`config.mk`:
```
export PLATFORM = sky130hd
export DESIGN_NAME = reg_file
export DESIGN_NICKNAME = d
export VERILOG_FILES = /design/src/rtl/reg_file.sv
export SDC_FILE = /design/constraint.sdc
export NUM_CORES = 1
export LEC_CHECK = 0
export BUFFER_PORTS_ARGS = -buffer_cell sky130_fd_sc_hd__buf_4
export CELL_PAD_IN_SITES_DETAIL_PLACEMENT = 0
export CELL_PAD_IN_SITES_GLOBAL_PLACEMENT = 1
export CORE_MARGIN = 2
export CORE_UTILIZATION = 45
export DETAILED_ROUTE_END_ITERATION = 16
export MAX_ROUTING_LAYER = met4
export PLACE_DENSITY = 0.76
export SKIP_LAST_GASP = 1
export SYNTH_ARGS = -nofsm -noshare
export SYNTH_HDL_FRONTEND = slang
export SYNTH_SLANG_ARGS = --single-unit
export TNS_END_PERCENT = 20
```
`constraint.sdc`:
```
create_clock -name clk -period 18.4 [get_ports clk]
set_input_delay 5.52 -clock clk [delete_from_list [all_inputs] [get_ports clk]]
set_output_delay 5.52 -clock clk [all_outputs]
set_load 0.02 [all_outputs]
```
`src/rtl/reg_file.sv`:
```
// ---------------------------------------------------------------------------
// reg_file
//   Operand register file for the function unit. Eight (NREGS) W-bit general
//   registers, two combinational read ports (A/B), one write-back per cycle
//   through a single-entry pending register with read forwarding, and a Z/N
//   status register for the control sequencer.
//
// Ports
//   clk          system clock, all state changes on the rising edge
//   rst          asynchronous active-high reset
//   aa_in        port A read address
//   ba_in        port B read address
//   da_in        write destination address
//   rw_in        register write enable
//   d_in         write data (D bus)
//   st_ld_in     status load enable
//   z_in, n_in   zero / negative flags from the function unit
//   a_out, b_out combinational read data (forwarded from the pending entry)
//   z_out, n_out registered status flags
//   wb_busy_out  pending write-back entry holds an uncommitted write
// ---------------------------------------------------------------------------
module reg_file #(
    parameter int NREGS = 8,
    parameter int W     = 16,
    parameter int AW    = $clog2(NREGS)
) (
    input  logic          clk,
    input  logic          rst,
    input  logic [AW-1:0] aa_in,
    input  logic [AW-1:0] ba_in,
    input  logic [AW-1:0] da_in,
    input  logic          rw_in,
    input  logic [W-1:0]  d_in,
    input  logic          st_ld_in,
    input  logic          z_in,
    input  logic          n_in,
    output logic [W-1:0]  a_out,
    output logic [W-1:0]  b_out,
    output logic          z_out,
    output logic          n_out,
    output logic          wb_busy_out
);

    logic [W-1:0]     reg_q [NREGS];
    logic             wb_v_q;
    logic [AW-1:0]    wb_a_q;
    logic [W-1:0]     wb_d_q;
    logic [NREGS-1:0] commit_en;

    // One-hot commit decode of the pending entry. Only wb_a_q (a registered,
    // qualified address) selects a register, so X on da_in while rw_in=0
    // can never reach the array.
    genvar gi;
    generate
        for (gi = 0; gi < NREGS; gi++) begin : g_commit
            assign commit_en[gi] = wb_v_q && (wb_a_q == AW'(gi));
        end
    endgenerate

    // Register array: committed one edge after the write is captured.
    always_ff @(posedge clk or posedge rst) begin
        if (rst) begin
            for (int i = 0; i < NREGS; i++) begin
                reg_q[i] <= '0;
            end
        end else begin
            for (int i = 0; i < NREGS; i++) begin
                if (commit_en[i]) begin
                    reg_q[i] <= wb_d_q;
                end
            end
        end
    end

    // Pending write-back entry. Address/data only load on a real write so
    // that idle cycles leave them untouched.
    always_ff @(posedge clk or posedge rst) begin
        if (rst) begin
            wb_v_q <= 1'b0;
            wb_a_q <= '0;
            wb_d_q <= '0;
        end else begin
            wb_v_q <= rw_in;
            if (rw_in) begin
                wb_a_q <= da_in;
                wb_d_q <= d_in;
            end
        end
    end

    // Status register, independent of register writes.
    always_ff @(posedge clk or posedge rst) begin
        if (rst) begin
            z_out <= 1'b0;
            n_out <= 1'b0;
        end else if (st_ld_in) begin
            z_out <= z_in;
            n_out <= n_in;
        end
    end

    // Reads forward only from the pending entry, never from d_in, so there
    // is no combinational path from the D bus back to the operands.
    always_comb begin
        a_out = reg_q[aa_in];
        b_out = reg_q[ba_in];
        if (wb_v_q && (wb_a_q == aa_in)) begin
            a_out = wb_d_q;
        end
        if (wb_v_q && (wb_a_q == ba_in)) begin
            b_out = wb_d_q;
        end
    end

    assign wb_busy_out = wb_v_q;

endmodule

```
==> results of run 1 <==
==> kinds of logic after synthesis <==
kind of cell | count (synthesis) | synth area share
mux | 277 | 0.4942
flops | 150 | 0.4481
buf+inv | 53 | 0.03868
simple gates | 12 | 0.01270
xor+xnor | 6 | 0.006273
==> worst max-delay path, stage by stage <==
cell     delay, ns
buf_4         0.51
xnor2_1       0.20
nand4_2       0.83
mux2_4        0.61
buf_4         0.16
==> routing by layer <==
| layer | GRT usage | vias up | part of all wire |
|---|---|---|---|
| li1 | - | 2053 | - |
| met1 | 0.2682 | 2562 | 0.46 |
| met2 | 0.3323 | 84 | 0.50 |
| met3 | 0.03521 | 17 | 0.025 |
| met4 | 0.05476 | 0 | 0.011 |
| met5 | - | - | 0 |
==> power by group <==
| part | switching [W] | internal, W | total, W |
|---|---|---|---|
| sequential | 0.0000872 | 0.000445 | 0.000532 |
| clock | 0.000130 | 0.000278 | 0.000409 |
| combinational | 0.000153 | 0.000282 | 0.000434 |
==> cell type report <==
class / count / area (um2)
clock inverter: 8 / 217.7
timing repair buffer: 74 / 555.5
clock buffer: 23 / 478.0
fill: 1431 / 8481
sequential: 150 / 3754
multi-input combinational: 295 / 4305
tap: 229 / 286.5
inverter: 1 / 8.758
==> through the flow <==
step	util	setup WS, ns
detailed placement	0.4926	4.970
finish	0.5311	5.011
CTS	0.5311	4.970
global route	0.5311	4.897
floorplan	-	5.936
global placement	0.4926	5.030
==> placed cells by master (no fill, tap or decap) <==
master / count
bufinv_16: 7
nor3_2: 1
dfrtp_1: 150
clkinvlp_4: 1
nor3b_2: 2
clkbuf_1: 3
inv_6: 1
nand4_2: 1
mux4_1: 54
buf_4: 74
mux4_2: 10
mux2_4: 26
nor3_4: 1
clkbuf_16: 17
nand2b_1: 1
nand4b_1: 3
clkbuf_8: 3
nand4_1: 2
nand2_1: 1
xnor2_1: 6
mux2_2: 187
==> flip-flops by register name (all words and copies together), names as in the netlist <==
register / flops
wb_a_q: 3
wb_d_q: 16
wb_busy_out: 1
reg_q: 128
z_out: 1
n_out: 1
==> worst max-delay path by stage <==
stage | to | slack (ns)
global route | b_out[6] | 4.90
detailed placement | b_out[5] | 4.97
finish | b_out[6] | 5.01
global placement | b_out[0] | 5.03
floorplan | b_out[15] | 5.94
CTS | b_out[5] | 4.97
==> summary.md, run 1 <==
| Metric | Value |
|---|---|
| Leak | between 4 and 5 nW |
| First-pass GRT wire length | 29090 um |
| Share of cells above drive strength 1 | 0.6007 |
| Max-slew violations | 0 |
| Post-Route WL | 18940 um |
| Largest net degree at the start of global routing | 88 |
| Crit Reg-Reg Endpoint | reg_q[55]$_DFFE_PP0P_ |
| Clk_lat worst skew | 0.42 ns |
| Num CTS Buffers | 17 |
| Hold buffers post-CTS | 0 |
| Pwr Total | 0.001375 W |
| Max-slew headroom | 0.2538 |
| Post-CTS setup buffer count | 0 |
| Hold Path Sink | z_out$_DFFE_PP0P_ |
| Fin crit period | 13.39 ns |
| CTS H-tree depth | 4 |
| Sequential area share after synthesis | 0.4481 |
| Sink count of the clock tree | 150 |
| Row count | 49 |
| Worst vdd ir | between 0.07 and 0.08 mV |
| Routed len/inst | 24.28 um |
| Vias post-DR | 4716 |
| CTS Buffer Depth | 2 |
| Hold WS | between 0.5 and 0.6 ns |
| Worst Path Required | 12.88 ns |
| Worst-Margin Slew | 1.116 ns |
| CTS tree | done |
| TritonRoute pass-1 iters | 4 |
| Worst-path fanout max | 33 |
| Vias in the first global route | 5014 |
| Worst Setup Path Type | input pin to primary output |
| Unrepaired setup endpoints after global routing | false |
| CP Data Arrival Time | 7.87 ns |
| Reg2reg start | wb_a_q[2]$_DFFE_PP0P_ |
| Yosys top cell by area | dfrtp_1 |
| Top-area cell type share of the netlist area | 0.4481 |
| Max Cap Viol | 0 |
| Layout area overhead | 14.67% |
| Initial antenna violation count | 0 |
| F_max | 74.69 MHz |
| Crit start category | input pin |
| Worst Hold Depth | 1 |
| Setup tns final | 0 ns |
| Gr ovfl total | 0 |
| IO buf count | 65 |
| Die height | 140.4 um |
| Core box area | 18090 um2 |
| Critical hold path startpoint | z_out$_DFFE_PP0P_ |
| Crit path from | ba_in[0] |
| Initial DRC Count | 186 |
| # IOs | 66 |
| Flop and latch count out of synthesis | 150 |
| CTS resizes | 0 |
| R2R Setup Slk | 16.31 ns |
| Outcome | complete, no violations |
| Post-Layout Inst Area | 9605 um2 |
| PD cells | 143.2 nW/um2 |
| Netlist cell types | 21 |
| Mapped Area | ~8400 um2 |
| Setup violators final | 0 |
| Final Hold Fails | 0 |
| Root Buffer | clkbuf_16 |
| Dpl hpwl | 11300 um |
| Dpl cells | roughly 750 |
| Ant diodes | 0 |
| Drt drc | 0 |
| Dpl cell area | approximately 9000 um2 |
| Class of the worst hold path | flop to flop |
| Synth async-reset ratio | 1.000 |
| Most common cell in the netlist | mux2_2 |
| Most frequent cells after synthesis | mux2_2 (187), dfrtp_1 (150), mux4_1 (54) |
| Final Wtd Congestion | around 0.73 |
| Fin crit share | 0.7276 |
| Critical Path Sink Type | primary output |
| EDFF count, synth | 0 |
| Die X | 140.4 um |
| Warnings, synthesis | 0 |
| Area contributors post-synth | dfrtp_1 (45%), mux2_2 (25%), mux4_1 (17%), mux2_4 (4.7%), mux4_2 (2.7%) |
| Total track usage | 0.2044 |
| Post-synth net total | 529 |
| Initial core utilization | 0.4632 |
| Worst Reg-to-Reg Cells | 3 |
| Post-Layout Cell Count | 780 |
| Fin nets | 570 |
| Mapped Cells | 498 |
| Vias per cell | 6.046 |
| Clk pin slew, worst setup/hold paths | 0.06 ns |
| Clock Skew | 0.008841 ns |
| Syn_area_per_cell | 16.82 um2 |
| Most used flip-flop cell after synthesis | dfrtp_1 |
| DRT antenna net count | 0 |
| Die area | 19720 um2 |
Power figures use the tool's default switching activity.
==> inputs of run 2 (changes only) <==
ABC_AREA = 1   (was unset)
CORE_UTILIZATION = 44   (was 45)
PLACE_DENSITY = 0.86   (was 0.76)
clock period = 12.4 ns   (was 18.4 ns; I/O delays follow)
==> run 2 against run 1 <==
Against the previous run:
- synthesized area is 2.0% higher
- clock skew hardly changed
- cell count is 99% higher
- global-route usage is 7.3 points higher
- clock-buffer cell count is 4 lower
- worst setup slack worse by 2.1 ns
==> summary.md, run 2 <==
| Metric | Value |
|---|---|
| Outcome | complete, no violations (unchanged) |
| F_max | 105.9 MHz |
| Sequential area share after synthesis | 0.4391 (was 0.4481) |
| Vias per cell | 5.301 (was 6.046) |
| DRT antenna net count | 0 (unchanged) |
| NetSw | 0.0005860 W (was 0.0003704 W) |
| GR peak layer | met2 (unchanged) |
| Routed len/inst | 17.18 um (was 24.28 um) |
| Unrepaired setup endpoints after global routing | false (unchanged) |
| Final Wtd Congestion | 0.8431 (was 0.7315) |
| Area contributors post-synth | dfrtp_1 (44%), nand2_1 (22%), nand3_1 (13%), o21ai_0 (8.6%), inv_1 (6.5%) (was dfrtp_1 (45%), mux2_2 (25%), mux4_1 (17%), mux2_4 (4.7%), mux4_2 (2.7%)) |
| Num CTS Buffers | 17 (unchanged) |
| Internal power | 0.001144 W (was 0.001005 W) |
| Initial core utilization | 0.4525 (was 0.4632) |
| First-pass GRT wire length | 42060 um (was 29090 um) |
| Met2 usage | 0.4140 (was 0.3323) |
| IO buf count | 65 (unchanged) |
| Multi-input logic area | 3820 um2 (was 4305 um2) |
| # IOs | 66 (unchanged) |
| Routing usage on met3 | 0.05098 (was 0.03521) |
| Vias in the first global route | 7629 (was 5014) |
| GR Util met1 | 0.3929 (was 0.2682) |
| Sequential power share | 0.396 (was 0.387) |
| Post-synth net total | 1296 (was 529) |
| Gr ovfl total | 0 (unchanged) |
| Drt drc | 0 (unchanged) |
| Fin crit period | 9.445 ns |
| Critical Path Sink Type | primary output (unchanged) |
| Fillers | 1950 (was 1431) |
| FF/Latch Area | 3754 um2 (unchanged) |
| Max-slew violations | 0 (unchanged) |
| Most common cell in the netlist | nand2_1 (was mux2_2) |
| Core box area | 18890 um2 (was 18090 um2) |
| Vias post-DR | 8238 (was 4716) |
| Yosys top cell by area | dfrtp_1 (unchanged) |
| Leak | 5.109 nW (was 4.220 nW) |
| Warnings, synthesis | 0 (unchanged) |
| CTS tree | done (unchanged) |
| Total track usage | 0.2776 (was 0.2044) |
| TritonRoute pass-1 iters | 5 (was 4) |
| Clk_lat worst skew | 0.44 ns (was 0.42 ns) |
| Die X | 143.4 um (was 140.4 um) |
| Most frequent cells in the layout | nand2_1 (498), nand3_1 (221), dfrtp_1 (150) (was mux2_2 (187), dfrtp_1 (150), buf_4 (74)) |
| Sw frac | 0.3387 (was 0.2693) |
| Most used flip-flop cell after synthesis | dfrtp_1 (unchanged) |
| R2R Setup Slk | 10.36 ns (was 16.31 ns) |
| Post-Route WL | 26710 um (was 18940 um) |
| PD cells | 177.8 nW/um2 (was 143.2 nW/um2) |
| Initial antenna violation count | 0 (unchanged) |
| Initial DRC Count | 901 (was 186) |
| Setup tns final | 0 ns (unchanged) |
| Post-Layout Cell Count | 1554 (was 780) |
| Fin nets | 1313 (was 570) |
| Synth async-reset ratio | 1.000 (unchanged) |
| CP Data Arrival Time | 5.72 ns (was 7.87 ns) |
| Clock Skew | 0.008752 ns (was 0.008841 ns) |
| Worst vdd ir | 0.09414 mV (was 0.07383 mV) |
| Clock power frac | 0.335 (was 0.297) |
| Netlist cell types | 18 (was 21) |
| CTS Buffer Depth | 2 (unchanged) |
| Biggest register | reg_q (unchanged) |
| EDFF count, synth | 0 (unchanged) |
| Ant diodes | 0 (unchanged) |
| Die height | 143.4 um (was 140.4 um) |
| Row count | 50 (was 49) |
| Max Cap Viol | 0 (unchanged) |
| CTS H-tree depth | 4 (unchanged) |
| Fin crit share | 0.7617 |
| Worst-Margin Slew | 0.8836 ns (was 1.116 ns) |
| Mapped Cells | 1265 (was 498) |
| Max-slew headroom | 0.4109 (was 0.2538) |
| Root Buffer | clkbuf_16 (unchanged) |
| CTS resizes | 0 (unchanged) |
| Post-CTS setup buffer count | 0 (unchanged) |
| Sink count of the clock tree | 150 (unchanged) |
| Mapped Area | 8548 um2 (was 8377 um2) |
| Hold buffers post-CTS | 0 (unchanged) |
| Largest regs | reg_q x128, wb_d_q x16, wb_a_q x3 (unchanged) |
| Worst Path Required | 8.68 ns (was 12.88 ns) |
| Setup violators final | 0 (unchanged) |
| Worst-path fanout max | 66 (was 33) |
| Clk pin slew, worst setup/hold paths | 0.06 ns (about the same) |
| Most frequent cells after synthesis | nand2_1 (498), nand3_1 (221), dfrtp_1 (150) (was mux2_2 (187), dfrtp_1 (150), mux4_1 (54)) |
| Commonest non-fill, non-tap cell in the layout | nand2_1 (was mux2_2) |
| Worst Setup Path Type | input pin to primary output (unchanged) |
| Flop and latch count out of synthesis | 150 (unchanged) |
| Largest net degree at the start of global routing | 95 (was 88) |
| Gate power share | 0.269 (was 0.316) |
| Class of the worst hold path | flop to flop (unchanged) |
| Top-area cell type share of the netlist area | 0.4391 (was 0.4481) |
| Final Hold Fails | 0 (unchanged) |
| Crit start category | input pin (unchanged) |
| Max FFs per register | 128 (unchanged) |
| Layout area overhead | 13.82% (was 14.67%) |
| Dpl hpwl | 16060 um (was 11300 um) |
| Syn_area_per_cell | 6.757 um2 (was 16.82 um2) |
| Dpl cells | 1523 (was 749) |
| Share of cells above drive strength 1 | 0.09815 (was 0.6007) |
| Die area | 20560 um2 (was 19720 um2) |
[run 2: changes by cell type in the layout (fill, tap and decap cells not counted), sizes merged, moves of 4 or more]
cell,previous run,this run
nand2,1,500
nand3,0,221
mux2,213,2
inv,1,154
o21ai,0,147
mux4,64,0
nor2,0,10
xnor2,6,0
clkinv,0,5
buf,74,78
clkbuf,23,19
[run 2: cells by family (layout without fill, tap and decap cells)]
| group | count (synthesis) | in the layout | share of synthesized area |
|---|---|---|---|
| compound gates | 147 | 147 | 0.08607 |
| buf+inv | 234 | 263 | 0.1140 |
| flops | 150 | 150 | 0.4391 |
| mux | 2 | 2 | 0.002634 |
| simple gates | 732 | 732 | 0.3582 |
[run 2: stage by stage]
| step | hold slack [ns] | total power, W | utilization | worst slack (ns) | instance area [um2] |
|---|---|---|---|---|---|
| after floorplan | 0.4530 | 0.001012 | - | 4.048 | 8548 |
| after global placement | 0.4653 | 0.001145 | 0.4803 | 2.987 | 9075 |
| after detailed placement | 0.4723 | 0.001155 | 0.4803 | 2.966 | 9075 |
| after CTS | 0.4878 | 0.001736 | 0.5150 | 2.955 | 9729 |
| after global routing | 0.4981 | 0.001845 | 0.5150 | 2.764 | 9729 |
| final | 0.4850 | 0.001730 | 0.5150 | 2.955 | 9729 |
[run 2: area by class of cell]
type,instances,area share
tap,260,0.03344
sequential,150,0.3858
inverter,154,0.06070
multi-input combinational,881,0.3926
timing repair buffer,78,0.06019
clock inverter,12,0.02070
clock buffer,19,0.04655
[run 2: worst max-delay path, stage by stage]
cell	delay (ns)
buf_4	0.56
inv_2	0.25
nand2_1	0.11
nand2_1	0.06
nor2_2	0.12
nand2_4	0.21
inv_4	0.29
nand2_1	0.08
nand2_1	0.14
buf_4	0.16
[run 2: worst paths after layout]
check / startpoint / end / cells past startpoint
worst min-delay path: reg_q[96]$_DFFE_PP0P_ / reg_q[96]$_DFFE_PP0P_ / 2
worst min register to register: reg_q[96]$_DFFE_PP0P_ / reg_q[96]$_DFFE_PP0P_ / 2
max in group asynchronous: rst / reg_q[22]$_DFFE_PP0P_ / 3
worst max register to register: wb_busy_out$_DFF_PP0_ / reg_q[67]$_DFFE_PP0P_ / 6
worst max-delay path: aa_in[0] / a_out[5] / 10
min in group asynchronous: rst / n_out$_DFFE_PP0P_ / 2
[run 2: power by group through the flow]
stage	registers [W]	logic [W]	clock network (W)
3_3_place_gp	0.000689	0.000456	0
3_5_place_dp	0.000691	0.000464	0
5_1_grt	0.000700	0.000535	0.000611
6_report	0.000686	0.000465	0.000580
4_1_cts	0.000684	0.000466	0.000585
2_1_floorplan	0.000674	0.000338	0
[run 2: layer usage]
layer,vias up,part of all wire
li1,4004,-
met1,3840,0.46
met2,352,0.45
met3,42,0.077
met4,0,0.014
met5,-,0
